**config.mk**
```make
export PLATFORM = sky130hd
export DESIGN_NAME = mlp_mac_array_flat
export DESIGN_NICKNAME = d
export VERILOG_FILES = /design/src/rtl/mlp_mac_array_if.sv /design/src/rtl/mlp_mac_array.sv /design/src/flat_wrapper.sv
export SDC_FILE = /design/constraint.sdc
export NUM_CORES = 1
export LEC_CHECK = 0
export CORE_MARGIN = 4
export CORE_UTILIZATION = 35
export DETAILED_ROUTE_END_ITERATION = 6
export HOLD_SLACK_MARGIN = 0.06
export PLACE_DENSITY_LB_ADDON = 0.12
export SLEW_MARGIN = 5
export SYNTH_ARGS = -nofsm -noshare
export SYNTH_HDL_FRONTEND = slang
export SYNTH_SLANG_ARGS = --single-unit
export TNS_END_PERCENT = 10
```
**constraint.sdc**
```tcl
create_clock -name clk -period 12 [get_ports clk]
set_clock_uncertainty 0.1 [all_clocks]
set_input_delay 2.4 -clock clk [delete_from_list [all_inputs] [get_ports clk]]
set_output_delay 2.4 -clock clk [all_outputs]
set_load 0.01 [all_outputs]
```
**src/rtl/mlp_mac_array_if.sv**
```systemverilog
// Handshake and data bundle between the MLP sequencer, the MAC array and the next layer.
// master = upstream/downstream side, slave = the MAC array.
interface mlp_mac_array_if #(
  parameter int unsigned DATA_WIDTH = 8,
  parameter int unsigned NUM_LANES  = 2,
  parameter int unsigned OUT_WIDTH  = 16
);
  logic                            in_valid;
  logic                            in_ready;
  logic                            in_last;
  logic [DATA_WIDTH-1:0]           inp;
  logic [NUM_LANES*DATA_WIDTH-1:0] weight;
  logic [NUM_LANES*DATA_WIDTH-1:0] bias;
  logic                            relu_en;
  logic                            out_valid;
  logic                            out_ready;
  logic [NUM_LANES*OUT_WIDTH-1:0]  mac_out;
  logic [NUM_LANES-1:0]            sat_flag;
  logic                            len_err;

  modport master (
    output in_valid, in_last, inp, weight, bias, relu_en, out_ready,
    input  in_ready, out_valid, mac_out, sat_flag, len_err
  );

  modport slave (
    input  in_valid, in_last, inp, weight, bias, relu_en, out_ready,
    output in_ready, out_valid, mac_out, sat_flag, len_err
  );
endinterface

```
**src/rtl/mlp_mac_array.sv**
```systemverilog
// Multi-lane signed MAC: NUM_LANES neurons share one input stream, each with its own weight,
// adding per-lane bias, optional ReLU and output saturation on the terminating beat.
module mlp_mac_array #(
  parameter int unsigned DATA_WIDTH = 8,
  parameter int unsigned NUM_LANES  = 2,
  parameter int unsigned MAX_LEN    = 8,
  parameter int unsigned OUT_WIDTH  = 16
) (
  input logic             clk,
  input logic             reset,
  mlp_mac_array_if.slave  bus
);

  localparam int unsigned ACC_WIDTH = 2 * DATA_WIDTH + $clog2(MAX_LEN) + 1;
  localparam int unsigned RES_WIDTH = (ACC_WIDTH > OUT_WIDTH) ? ACC_WIDTH : OUT_WIDTH;
  localparam int unsigned CNT_WIDTH = $clog2(MAX_LEN + 1);

  localparam logic [0:0] ST_ACCUM = 1'b0;
  localparam logic [0:0] ST_HOLD  = 1'b1;

  localparam logic signed [RES_WIDTH-1:0] SAT_MAX =
    {{(RES_WIDTH - OUT_WIDTH + 1){1'b0}}, {(OUT_WIDTH - 1){1'b1}}};
  localparam logic signed [RES_WIDTH-1:0] SAT_MIN = ~SAT_MAX;

  logic [0:0]                     state_q, state_d;
  logic [CNT_WIDTH-1:0]           cnt_q, cnt_d;
  logic signed [ACC_WIDTH-1:0]    acc_q [NUM_LANES];
  logic signed [ACC_WIDTH-1:0]    acc_d [NUM_LANES];
  logic [NUM_LANES*OUT_WIDTH-1:0] mac_q, mac_d;
  logic [NUM_LANES-1:0]           sat_q, sat_d;
  logic                           out_valid_q, out_valid_d;
  logic                           len_err_q, len_err_d;

  logic                           in_ready_c, accept_c, first_c, at_max_c, term_c;
  logic signed [ACC_WIDTH-1:0]    base_c  [NUM_LANES];
  logic signed [ACC_WIDTH-1:0]    prod_c  [NUM_LANES];
  logic signed [ACC_WIDTH-1:0]    sum_c   [NUM_LANES];
  logic signed [RES_WIDTH-1:0]    res_c   [NUM_LANES];
  logic [OUT_WIDTH-1:0]           lane_out_c [NUM_LANES];
  logic [NUM_LANES-1:0]           lane_sat_c;

  // Downstream handshake frees the hold slot in the same cycle, so a new beat can ride along.
  assign in_ready_c = (state_q == ST_ACCUM) || bus.out_ready;
  assign accept_c   = bus.in_valid && in_ready_c;
  assign first_c    = (cnt_q == '0);
  assign at_max_c   = (cnt_q == CNT_WIDTH'(MAX_LEN - 1));
  assign term_c     = accept_c && (bus.in_last || at_max_c);

  // Per-lane accumulate, bias, ReLU and clip.
  always_comb begin
    lane_sat_c = '0;
    for (int i = 0; i < NUM_LANES; i++) begin
      base_c[i] = acc_q[i];
      if (first_c) base_c[i] = '0;
      prod_c[i] = ACC_WIDTH'($signed(bus.inp)) *
                  ACC_WIDTH'($signed(bus.weight[i*DATA_WIDTH +: DATA_WIDTH]));
      sum_c[i]  = base_c[i] + prod_c[i];
      res_c[i]  = RES_WIDTH'(sum_c[i]) +
                  RES_WIDTH'($signed(bus.bias[i*DATA_WIDTH +: DATA_WIDTH]));
      if (bus.relu_en && res_c[i][RES_WIDTH-1]) res_c[i] = '0;
      lane_out_c[i] = OUT_WIDTH'(res_c[i]);
      if (res_c[i] > SAT_MAX) begin
        lane_out_c[i] = OUT_WIDTH'(SAT_MAX);
        lane_sat_c[i] = 1'b1;
      end else if (res_c[i] < SAT_MIN) begin
        lane_out_c[i] = OUT_WIDTH'(SAT_MIN);
        lane_sat_c[i] = 1'b1;
      end
    end
  end

  // Next-state and registered outputs.
  always_comb begin
    state_d     = state_q;
    cnt_d       = cnt_q;
    mac_d       = mac_q;
    sat_d       = sat_q;
    out_valid_d = out_valid_q;
    len_err_d   = 1'b0;
    for (int i = 0; i < NUM_LANES; i++) acc_d[i] = acc_q[i];

    if (state_q == ST_HOLD && bus.out_ready) begin
      out_valid_d = 1'b0;
      state_d     = ST_ACCUM;
    end

    if (accept_c) begin
      for (int i = 0; i < NUM_LANES; i++) acc_d[i] = sum_c[i];
      if (term_c) begin
        for (int i = 0; i < NUM_LANES; i++) mac_d[i*OUT_WIDTH +: OUT_WIDTH] = lane_out_c[i];
        sat_d       = lane_sat_c;
        out_valid_d = 1'b1;
        len_err_d   = !bus.in_last;
        state_d     = ST_HOLD;
        cnt_d       = '0;
      end else begin
        cnt_d = cnt_q + CNT_WIDTH'(1);
      end
    end
  end

  always_ff @(posedge clk) begin
    if (reset) begin
      state_q     <= ST_ACCUM;
      cnt_q       <= '0;
      mac_q       <= '0;
      sat_q       <= '0;
      out_valid_q <= 1'b0;
      len_err_q   <= 1'b0;
      for (int i = 0; i < NUM_LANES; i++) acc_q[i] <= '0;
    end else begin
      state_q     <= state_d;
      cnt_q       <= cnt_d;
      mac_q       <= mac_d;
      sat_q       <= sat_d;
      out_valid_q <= out_valid_d;
      len_err_q   <= len_err_d;
      for (int i = 0; i < NUM_LANES; i++) acc_q[i] <= acc_d[i];
    end
  end

  assign bus.in_ready  = in_ready_c;
  assign bus.out_valid = out_valid_q;
  assign bus.mac_out   = mac_q;
  assign bus.sat_flag  = sat_q;
  assign bus.len_err   = len_err_q;

endmodule

```
**src/flat_wrapper.sv**
```systemverilog
// flat-port wrapper written by rule: the top's interface ports become plain ports
module mlp_mac_array_flat 
#(
  parameter int unsigned DATA_WIDTH = 8,
  parameter int unsigned NUM_LANES  = 2,
  parameter int unsigned MAX_LEN    = 8,
  parameter int unsigned OUT_WIDTH  = 16
)
  (clk, reset, bus_in_valid, bus_in_last, bus_inp, bus_weight, bus_bias, bus_relu_en, bus_out_ready, bus_in_ready, bus_out_valid, bus_mac_out, bus_sat_flag, bus_len_err);
  mlp_mac_array_if #(.DATA_WIDTH(DATA_WIDTH), .NUM_LANES(NUM_LANES), .OUT_WIDTH(OUT_WIDTH)) bus_i ();
  input logic clk;
  input logic reset;
  input wire logic [$bits(bus_i.in_valid)-1:0] bus_in_valid;
  input wire logic [$bits(bus_i.in_last)-1:0] bus_in_last;
  input wire logic [$bits(bus_i.inp)-1:0] bus_inp;
  input wire logic [$bits(bus_i.weight)-1:0] bus_weight;
  input wire logic [$bits(bus_i.bias)-1:0] bus_bias;
  input wire logic [$bits(bus_i.relu_en)-1:0] bus_relu_en;
  input wire logic [$bits(bus_i.out_ready)-1:0] bus_out_ready;
  output wire logic [$bits(bus_i.in_ready)-1:0] bus_in_ready;
  output wire logic [$bits(bus_i.out_valid)-1:0] bus_out_valid;
  output wire logic [$bits(bus_i.mac_out)-1:0] bus_mac_out;
  output wire logic [$bits(bus_i.sat_flag)-1:0] bus_sat_flag;
  output wire logic [$bits(bus_i.len_err)-1:0] bus_len_err;
  assign bus_i.in_valid = bus_in_valid;
  assign bus_i.in_last = bus_in_last;
  assign bus_i.inp = bus_inp;
  assign bus_i.weight = bus_weight;
  assign bus_i.bias = bus_bias;
  assign bus_i.relu_en = bus_relu_en;
  assign bus_i.out_ready = bus_out_ready;
  assign bus_in_ready = bus_i.in_ready;
  assign bus_out_valid = bus_i.out_valid;
  assign bus_mac_out = bus_i.mac_out;
  assign bus_sat_flag = bus_i.sat_flag;
  assign bus_len_err = bus_i.len_err;
  mlp_mac_array #(.DATA_WIDTH(DATA_WIDTH), .NUM_LANES(NUM_LANES), .MAX_LEN(MAX_LEN), .OUT_WIDTH(OUT_WIDTH)) u_core (.clk(clk), .reset(reset), .bus(bus_i));
endmodule
```
==> flow_summary.ini <==
[floorplan]
start_util = 0.358
fp-row-count = 66
core_area_um2 = 32800
fp.dieW_um = 191
ios = 83
dieHeight_um = 191
die-area_um2 = 36600

[global_route]
grt_pass1_wl_um = 47700
grtUsageTotal = 0.158
grt_max_degree = 49
antenna_found_initial = 0
grt_pass1_vias = 9501
grt-ovfl-total = 0

[finish]
final_cell_count_no_fill = 1923
syn2layout_area_growth_pct = 13.1
num-nets-final = 1769
drive_above_1_share = 0.0398
n_antenna_cell = 0

[place]
port_buffers = 82
hpwl_um = 22600
dp.cells = 1909
place_congestion = 0.841

[worst_setup_path]
cpMostUsedCell = a21oi_1
path_delay_family = compound AO/OA/AOI/OAI gates
r2r-start = u_core.cnt_q[0]
crit_buf_inv = 6
cp-start-kind = input port
crit_arrival_ns = 11.28
slowest_delay_ns = 0.55
r2r-end = u_core.bus.mac_out[17]
required_ns = 12.13
endpoint = u_core.bus.mac_out[5]
crit_type = input port to flip-flop
critical_path.max_fanout = 14
critPathCaptureType = flip-flop
cp.depth = 37
slowest_stage = fa_1
crit_start = bus_inp[3]
rrSetupSlack_ns = 5.28
reg2reg_depth = 27

[synth]
synthTopCellsByCount = 203 x inv_1, 141 x nand2_1, 131 x ha_1, 120 x and2_1, 114 x fa_1
synth.area.top_cells = fa_1 19%, ha_1 14%, dfxtp_1 14%, inv_1 6.5%, and2_1 6.4%
yosysTopAreaCell = fa_1
synth_area_um2 = 11700
synthArstFlopShare = 0
avgSynthCellArea_um2 = 8.30
ys.flop_type = dfxtp_1
syn_nets = 1707
synth_seq_cells = 81
synth.most_common_cell = inv_1
synth_edf_count = 0
ys_types = 80
ys_seq_area_frac = 0.138
synthCells = 1416
synth_top_area_share = 0.194
ys_warn_count = 0

[sta]
period_share = 0.929
rsz0062_at_grt = no
slew_headroom = 0.318
hold_ws_ns = 0.349
period_needed_ns = 11.15
tns_ns = 0
hold_viol_final = 0
tightest_slew_ns = 1.02
setup_viol = 0
maxSlewViolCount = 0
timing.fmax_mhz = 89.7

[hold_path]
hold_class = flip-flop to flip-flop

[clock_tree]
clk_pin_slew_ns = 0.06
postCtsSetupBuffers = 0
root_buffer = clkbuf_16
ctsResizeCount = 0
clk_latency_ns = 0.34
cts_made_buffers = 9
cts_tree = built
cts_max_level = 3
cts_hold_buffers = 0
clock_sinks = 81
cts_max_path_buffers = 2

[run]
cap_violations = 0

[routing]
first_pass_iters = 4
wl_um = 28300
drc_errors = 0
drtIter0Drc = 310
ant_nets = 0
vias_per_cell = 4.91
avgRoutedWirePerCell_um = 14.7
vias = 9434

[run_status]
status = complete, no violations
state kept, by name (all words and copies together), names as in the netlist:
name                  count
u_core.acc_q             40
u_core.bus.mac_out       32
u_core.cnt_q              4
u_core.bus.sat_flag       2
u_core.bus.len_err        1
u_core.bus.out_valid      1
u_core.state_q            1
cell families (layout without fill, tap and decap cells):
kind of cell	after synthesis	in the layout	share of synthesized area
AND/OR/NAND/NOR	436	436	0.184
buffers and inverters	246	311	0.0833
multiplexers	6	6	0.00586
AO/OA/AOI/OAI	300	300	0.176
adder cells (fa/ha/maj)	246	246	0.335
flip-flops	81	81	0.138
XOR/XNOR	101	101	0.0775
cell usage in the layout (no fill, tap or decap), types with 72 or more instances in the layout:
cell / synthesis / final
dfxtp_1: 81 / 81
xnor2_1: 72 / 72
clkdlybuf4s50_1: 0 / 82
ha_1: 131 / 131
nand2_1: 141 / 140
inv_1: 203 / 203
and2_1: 120 / 120
nor2_1: 81 / 81
a21oi_1: 90 / 90
fa_1: 114 / 114
per-layer routing:
metal,routed length [um],share of wire,global-route usage,up-vias
met5,0,0,0,-
met2,14600,0.51,0.285,70
met4,350,0.012,0.0260,0
met1,13000,0.46,0.205,4520
li1,-,-,-,4826
met3,432,0.015,0.0188,18
worst min-delay path, delay by kind of cell, from the launching register on:
family	cells	cell delay, ns
flops	1	0.30
compound gates	1	0.05
simple gates	1	0.05
how the worst min path moves through the flow:
stage	start	cells past startpoint	slack [ns]	to
final	u_core.acc_q[0][20]	2	0.35	u_core.acc_q[0][20]
after CTS	u_core.acc_q[0][30]	2	0.35	u_core.acc_q[0][30]
after detailed placement	u_core.acc_q[0][30]	2	0.34	u_core.acc_q[0][30]
after floorplan	u_core.acc_q[0][0]	2	0.33	u_core.acc_q[0][0]
after global routing	u_core.acc_q[0][11]	2	0.37	u_core.acc_q[0][11]
after global placement	u_core.acc_q[0][32]	2	0.34	u_core.acc_q[0][32]
per-stage QoR:
step           setup slack, ns  area, um^2  utilization
4_1_cts                  0.840       13300        0.405
5_1_grt                  0.326       13300        0.405
6_report                 0.849       13300        0.405
2_1_floorplan             1.94       11700            -
3_5_place_dp             0.511       13000        0.397
3_3_place_gp             0.549       13000        0.397
final cells by class:
| class | count | area, um^2 |
|---|---|---|
| inverter | 203 | 762 |
| clock buffer | 11 | 243 |
| fill | 3371 | 19500 |
| multi-input combinational | 1089 | 9150 |
| tap | 442 | 553 |
| timing repair buffer | 94 | 911 |
| clock inverter | 3 | 42.5 |
| sequential | 81 | 1620 |
Power is left out: the tool's default activity adds up to more than one toggle a clock period on the data nets, which glitch-free logic cannot reach.
